File: src/rtl/issue_scoreboard_if.sv
`default_nettype none
// ============================================================================
// Module      : issue_scoreboard_if
// Description : Issue / writeback / drain bundle between decode and scoreboard.
// Revision    : 1.0 - initial release
// ============================================================================
interface issue_scoreboard_if #(
    parameter int MAX_OUTSTANDING = 4,
    parameter int CNT_WIDTH       = 32
) ();
    localparam int BUSY_W = $clog2(MAX_OUTSTANDING + 1);

    logic                 issue_valid;
    logic [4:0]           issue_rd;
    logic [4:0]           issue_rs1;
    logic [4:0]           issue_rs2;
    logic                 issue_ready;
    logic                 flush;
    logic                 wb_valid;
    logic [4:0]           wb_rd;
    logic                 drain_req;
    logic                 drain_done;
    logic [BUSY_W-1:0]    busy_cnt;
    logic [CNT_WIDTH-1:0] stall_cnt;
    logic                 wb_err;

    modport master (
        output issue_valid, issue_rd, issue_rs1, issue_rs2, flush,
        output wb_valid, wb_rd, drain_req,
        input  issue_ready, drain_done, busy_cnt, stall_cnt, wb_err
    );

    modport slave (
        input  issue_valid, issue_rd, issue_rs1, issue_rs2, flush,
        input  wb_valid, wb_rd, drain_req,
        output issue_ready, drain_done, busy_cnt, stall_cnt, wb_err
    );
endinterface
`default_nettype wire

File: src/rtl/issue_scoreboard.sv
`default_nettype none
// ============================================================================
// Module      : issue_scoreboard
// Description : Per-register pending-write scoreboard with hazard stall,
//               outstanding-write limit and drain sequencing.
// Revision    : 1.0 - initial release
// ============================================================================
module issue_scoreboard #(
    parameter int MAX_OUTSTANDING = 4,
    parameter int CNT_WIDTH       = 32
) (
    input  wire logic          clk,
    input  wire logic          reset,
    issue_scoreboard_if.slave  sb
);
    localparam int                BUSY_W     = $clog2(MAX_OUTSTANDING + 1);
    localparam logic [BUSY_W-1:0] c_BUSY_MAX = BUSY_W'(MAX_OUTSTANDING);
    localparam logic [BUSY_W-1:0] c_BUSY_ONE = BUSY_W'(1);

    typedef enum logic [1:0] {
        S_RUN   = 2'd0,
        S_DRAIN = 2'd1,
        S_DONE  = 2'd2
    } state_t;

    state_t               r_state;
    state_t               w_state_nxt;
    logic [31:1]          r_pending;
    logic [31:1]          w_pend_nxt;
    logic [31:0]          w_pend;
    logic [BUSY_W-1:0]    r_busy_cnt;
    logic [BUSY_W-1:0]    w_busy_nxt;
    logic [CNT_WIDTH-1:0] r_stall_cnt;
    logic                 r_wb_err;

    logic w_hazard;
    logic w_ready;
    logic w_track;
    logic w_wb_hit;
    logic w_wb_bad;
    logic w_stall;

    // x0 never holds a pending write, so bit 0 reads as a constant zero.
    assign w_pend = {r_pending, 1'b0};

    assign w_hazard = w_pend[sb.issue_rs1] | w_pend[sb.issue_rs2] | w_pend[sb.issue_rd] |
                      ((r_busy_cnt == c_BUSY_MAX) && (sb.issue_rd != 5'd0));
    assign w_ready  = (r_state == S_RUN) && !sb.drain_req && !sb.flush && !w_hazard;
    assign w_track  = sb.issue_valid && w_ready && (sb.issue_rd != 5'd0);
    assign w_wb_hit = sb.wb_valid && (sb.wb_rd != 5'd0) &&  w_pend[sb.wb_rd];
    assign w_wb_bad = sb.wb_valid && (sb.wb_rd != 5'd0) && !w_pend[sb.wb_rd];
    assign w_stall  = sb.issue_valid && !w_ready;

    always_comb begin
        w_pend_nxt = r_pending;
        if (w_wb_hit) begin
            w_pend_nxt[sb.wb_rd] = 1'b0;
        end
        if (w_track) begin
            w_pend_nxt[sb.issue_rd] = 1'b1;
        end
    end

    always_comb begin
        w_busy_nxt = r_busy_cnt;
        if (w_track && !w_wb_hit) begin
            w_busy_nxt = r_busy_cnt + c_BUSY_ONE;
        end else if (!w_track && w_wb_hit) begin
            w_busy_nxt = r_busy_cnt - c_BUSY_ONE;
        end
    end

    // DRAIN exits on the post-writeback count so the final retire and DONE
    // land on consecutive cycles.
    always_comb begin
        w_state_nxt = r_state;
        case (r_state)
            S_RUN:   if (sb.drain_req) w_state_nxt = S_DRAIN;
            S_DRAIN: if (w_busy_nxt == '0) w_state_nxt = S_DONE;
            S_DONE:  w_state_nxt = S_RUN;
            default: w_state_nxt = S_RUN;
        endcase
    end

    always_ff @(posedge clk) begin
        if (reset) begin
            r_state     <= S_RUN;
            r_pending   <= '0;
            r_busy_cnt  <= '0;
            r_stall_cnt <= '0;
            r_wb_err    <= 1'b0;
        end else begin
            r_state    <= w_state_nxt;
            r_pending  <= w_pend_nxt;
            r_busy_cnt <= w_busy_nxt;
            if (w_stall && (r_stall_cnt != '1)) begin
                r_stall_cnt <= r_stall_cnt + CNT_WIDTH'(1);
            end
            if (w_wb_bad) begin
                r_wb_err <= 1'b1;
            end
        end
    end

    assign sb.issue_ready = w_ready;
    assign sb.drain_done  = (r_state == S_DONE);
    assign sb.busy_cnt    = r_busy_cnt;
    assign sb.stall_cnt   = r_stall_cnt;
    assign sb.wb_err      = r_wb_err;
endmodule
`default_nettype wire

File: src/flat_wrapper.sv
// flat-port wrapper written by rule: the top's interface ports become plain ports
module issue_scoreboard_flat 
#(
    parameter int MAX_OUTSTANDING = 4,
    parameter int CNT_WIDTH       = 32
)
  (clk, reset, sb_issue_valid, sb_issue_rd, sb_issue_rs1, sb_issue_rs2, sb_flush, sb_wb_valid, sb_wb_rd, sb_drain_req, sb_issue_ready, sb_drain_done, sb_busy_cnt, sb_stall_cnt, sb_wb_err);
  issue_scoreboard_if #(.MAX_OUTSTANDING(MAX_OUTSTANDING), .CNT_WIDTH(CNT_WIDTH)) sb_i ();
  input  wire logic clk;
  input  wire logic reset;
  input wire logic [$bits(sb_i.issue_valid)-1:0] sb_issue_valid;
  input wire logic [$bits(sb_i.issue_rd)-1:0] sb_issue_rd;
  input wire logic [$bits(sb_i.issue_rs1)-1:0] sb_issue_rs1;
  input wire logic [$bits(sb_i.issue_rs2)-1:0] sb_issue_rs2;
  input wire logic [$bits(sb_i.flush)-1:0] sb_flush;
  input wire logic [$bits(sb_i.wb_valid)-1:0] sb_wb_valid;
  input wire logic [$bits(sb_i.wb_rd)-1:0] sb_wb_rd;
  input wire logic [$bits(sb_i.drain_req)-1:0] sb_drain_req;
  output wire logic [$bits(sb_i.issue_ready)-1:0] sb_issue_ready;
  output wire logic [$bits(sb_i.drain_done)-1:0] sb_drain_done;
  output wire logic [$bits(sb_i.busy_cnt)-1:0] sb_busy_cnt;
  output wire logic [$bits(sb_i.stall_cnt)-1:0] sb_stall_cnt;
  output wire logic [$bits(sb_i.wb_err)-1:0] sb_wb_err;
  assign sb_i.issue_valid = sb_issue_valid;
  assign sb_i.issue_rd = sb_issue_rd;
  assign sb_i.issue_rs1 = sb_issue_rs1;
  assign sb_i.issue_rs2 = sb_issue_rs2;
  assign sb_i.flush = sb_flush;
  assign sb_i.wb_valid = sb_wb_valid;
  assign sb_i.wb_rd = sb_wb_rd;
  assign sb_i.drain_req = sb_drain_req;
  assign sb_issue_ready = sb_i.issue_ready;
  assign sb_drain_done = sb_i.drain_done;
  assign sb_busy_cnt = sb_i.busy_cnt;
  assign sb_stall_cnt = sb_i.stall_cnt;
  assign sb_wb_err = sb_i.wb_err;
  issue_scoreboard #(.MAX_OUTSTANDING(MAX_OUTSTANDING), .CNT_WIDTH(CNT_WIDTH)) u_core (.clk(clk), .reset(reset), .sb(sb_i));
endmodule
File: config.mk
export PLATFORM = sky130hd
export DESIGN_NAME = issue_scoreboard_flat
export DESIGN_NICKNAME = d
export VERILOG_FILES = /design/src/rtl/issue_scoreboard_if.sv /design/src/rtl/issue_scoreboard.sv /design/src/flat_wrapper.sv
export SDC_FILE = /design/constraint.sdc
export NUM_CORES = 1
export LEC_CHECK = 0
export BUFFER_PORTS_ARGS = -buffer_cell sky130_fd_sc_hd__buf_2
export CAP_MARGIN = 20
export CORE_MARGIN = 5
export CORE_UTILIZATION = 45
export DETAILED_ROUTE_END_ITERATION = 16
export GPL_TIMING_DRIVEN = 0
export HOLD_SLACK_MARGIN = 0.05
export PLACE_DENSITY = 0.66
export SYNTH_ARGS = -nofsm -noshare
export SYNTH_HDL_FRONTEND = slang
export SYNTH_SLANG_ARGS = --single-unit
File: constraint.sdc
create_clock -name clk -period 3.6 [get_ports clk]
set_clock_uncertainty 0.2 [all_clocks]
set_input_delay 0.72 -clock clk [delete_from_list [all_inputs] [get_ports clk]]
set_output_delay 0.72 -clock clk [all_outputs]
set_load 0.01 [all_outputs]
==> run_results.csv <==
group,metric,value,unit
sta,relSlewSlack,56.3,%
floorplan,dieHeight,110,µm
logic_synthesis,synth_area_per_cell,8.59,µm²
detailed_routing,wl_met1,6130,µm
floorplan,die_area,0.0121,mm²
pwr,vdd_ir_drop_max,238,µV
detailed_routing,routed_wl,14000,µm
logic_synthesis,muxShareOfSynthArea,15.3,%
detailed_routing,drc,0,
detailed_routing,top_layer,"met4",
placed_design,gp_congestion,0.993,
sta,report.final.slew_viol_count,0,
logic_synthesis,async_reset_ff_share,0,%
logic_synthesis,synth_xor_area_share,2.34,%
logic_synthesis,syn_area,0.00449,mm²
cts,cts_tree,"done",
critical_path,crit_arrival,2600,ps
floorplan,io_pins,64,
logic_synthesis,yosysWarnings,0,
global_routing,grt_pass1_wl,21900,µm
cts,numClockSinks,69,
critical_path,endpoint_kind,"output port",
final_layout,area_growth,14.9,%
placed_design,numPortBuffers,59,
critical_path,critPathMaxFanout,5,
floorplan,die_x,110,µm
logic_synthesis,synth_ff_type,"dfxtp_1",
detailed_routing,ant_nets,0,
sta,fin_crit,3520,ps
placed_design,pre_cts_ws,-181,ps
detailed_routing,route.met2.wl,6390,µm
critical_path,crit_chain,"buf_2, mux4_1, o21ai_0, o22ai_1, nor3b_2, and3_1, buf_6, buf_2",
final_layout,nFillCells,959,
global_routing,grt_max_degree,12,
global_routing,grt_pass1_vias,4253,
global_routing,grt_antenna_before_repair,0,
logic_synthesis,ys_seq_area_share,30.8,%
cts,cts.htree.levels,3,
logic_synthesis,ys_types,66,
critical_path,path_class,"in -> out",
critical_path,critPathTopFamily,"simple AND/OR/NAND/NOR gates",
pwr,p_per_area,330,mW/mm²
sta,final_critical_path_setup_slack,83.9,ps
critical_path,rr_worst_depth,9,
logic_synthesis,ys_ff_latch,69,
logic_synthesis,synth_compound_area_share,19.6,%
critical_path,critPathRequiredTime,2680,ps
min_path,worstHoldStart,"u_core.sb.wb_err",
critical_path,crit_buf_inv,3,
floorplan,core,0.00977,mm²
min_path,holdPathStages,2,
sta,max_freq,284,MHz
critical_path,cpMostUsedCell,"buf_2",
critical_path,r2r_setup_slack,440,ps
critical_path,reg2reg_to,"u_core.sb.stall_cnt[13]",
floorplan,num_rows,36,
final_layout,drive_gt1_share,20.7,%
logic_synthesis,synth_adder_area_share,1.36,%
min_path,hold_class,"reg -> reg",
logic_synthesis,synth_top_family_by_area,"simple AND/OR/NAND/NOR gates",
critical_path,rr_startpoint,"u_core.sb.stall_cnt[13]",
logic_synthesis,synth_edf_count,0,
logic_synthesis,synth_simple_gate_area_share,25.0,%
critical_path,cpMaxStageDelayCell,"mux4_1",
sta,worst_slew_pin_slew,656,ps
sta,hold_viol,0,
logic_synthesis,syn_nets,553,
final_layout,fin_nets,623,
cts,postCtsSetupRepairBufs,0,
min_path,hold_path_end,"u_core.sb.wb_err",
detailed_routing,drtIter0Drc,506,
pwr,p_total,1.70,mW
sta,setup_viol,0,
final_layout,final_area,0.00516,mm²
status,status,"finished, final reports clean",
floorplan,start_util,46.0,%
detailed_routing,met3_length,1090,µm
placed_design,dpl.hpwl,10300,µm
logic_synthesis,syn_inst,523,
cts,clk_pin_slew_worst_paths,70,ps
global_routing,grt_usage,23.3,%
flow_run,maxCapViolCount,0,
pwr,power.leakage,1.91,nW
detailed_routing,routed-via-count,4565,
cts,cts_root_buffer,"clkbuf_8",
critical_path,crit_path_max_incr_delay,540,ps
sta,final.period_utilization,97.7,%
detailed_routing,drt_first_pass_iters,5,
cts,clk_latency,340,ps
detailed_routing,wl_per_cell,19.1,µm
cts,cts_buffers,9,
critical_path,cp-start-kind,"primary input",
cts,holdBufCountCts,0,
final_layout,num_antenna_cells,0,
cts,cts_buffer_depth,2,
detailed_routing,vias_per_cell,6.24,
global_routing,grt.overflow.total,0,
placed_design,place_area,0.00495,mm²
cts,ctsResizeCount,1,
registers in the layout, indices dropped and copies added (netlist names):
signal,flops
u_core.sb.busy_cnt,3
u_core.sb.stall_cnt,32
u_core.r_pending,31
u_core.r_state,2
u_core.sb.wb_err,1
cells in the final DEF (no fill, tap or decap), types with 10 or more instances in the layout:
cell type  synthesis  final
a21oi_1           30     30
nand2_1           33     33
o21ai_0           35     35
clkbuf_1          18     19
nor2b_1           10     10
buf_2              8     67
or3_1             15     15
inv_1             17     17
mux2i_1           33     33
clkbuf_8           0     10
dfxtp_1           69     69
o22ai_1           10     10
o211ai_1          18     18
mux4_2            12     12
nor2_1            26     26
nor3_1            12     11
or4_1             10     10
nand4_1           11     11
nand3_1           26     26
per-layer routing:
layer | track usage, % | up-vias
met2 | 35.7 | 213
met5 | 0 | -
met1 | 31.6 | 2189
met3 | 6.11 | 35
met4 | 8.28 | 0
li1 | - | 2128
metrics by stage:
stage          setup TNS (ps)  util [%]  std cells  hold slack, ps
2_1_floorplan               0         -        523             258
3_3_place_gp            -2560      50.7        715             254
3_5_place_dp            -3520      50.7        715             263
4_1_cts                     0      52.7        731             283
5_1_grt                  -350      52.8        731             301
6_report                    0      52.8        731             271
worst max path at each step:
| stage | from | endpoint | slack, ps | cells past startpoint |
|---|---|---|---|---|
| final | sb_issue_rd[0] | sb_issue_ready | 80 | 8 |
| after global routing | sb_wb_rd[2] | u_core.r_pending[27] | -50 | 11 |
| after CTS | sb_issue_rd[0] | sb_issue_ready | 100 | 9 |
| after detailed placement | sb_wb_rd[0] | u_core.r_pending[15] | -180 | 12 |
| after global placement | sb_issue_rd[1] | u_core.r_pending[13] | -120 | 12 |
| after floorplan | sb_issue_rs2[0] | u_core.r_pending[14] | 410 | 11 |
layout make-up:
class | count | area (µm²) | share of cell area (%)
timing repair buffer | 59 | 295 | 5.72
buffer | 34 | 188 | 3.64
sequential | 69 | 1380 | 26.8
clock inverter | 4 | 47.5 | 0.921
tap | 133 | 166 | 3.22
multi-input combinational | 402 | 2870 | 55.6
inverter | 18 | 67.6 | 1.31
clock buffer | 12 | 145 | 2.81
synth_stat cells (9+ instances only):
cell type	instances	area, µm²
nor3_1	12	60.1
nand3_1	26	130
nand4_1	11	68.8
a21oi_1	30	150
nor2_1	26	97.6
inv_1	17	63.8
clkbuf_1	18	67.6
o211ai_1	18	135
nor2b_1	10	62.6
mux4_2	12	270
or4_1	10	75.1
dfxtp_1	69	1380
o21ai_0	35	175
o31ai_1	9	67.6
mux2i_1	33	330
o22ai_1	10	62.6
or3_1	15	93.8
o21ai_1	10	50.1
nand2_1	33	124
kinds of logic after synthesis:
family,count (synthesis)
AND/OR/NAND/NOR,195
AO/OA/AOI/OAI,140
flip-flops,69
buffers and inverters,52
multiplexers,50
XOR/XNOR,12
adder cells (fa/ha/maj),5
worst register-to-register path, cell delays in order (launching register included):
cell	delay, ps
dfxtp_1	440
and4_1	310
nand4_1	230
nor4_2	390
nand3_1	270
or3_4	490
nand4_1	250
buf_4	230
xor2_1	170
nor2_1	50
power breakdown:
| group | internal, mW | switching (mW) |
|---|---|---|
| registers | 0.778 | 0.0175 |
| clock network | 0.338 | 0.300 |
| logic | 0.106 | 0.165 |
Power figures use the tool's default switching activity.
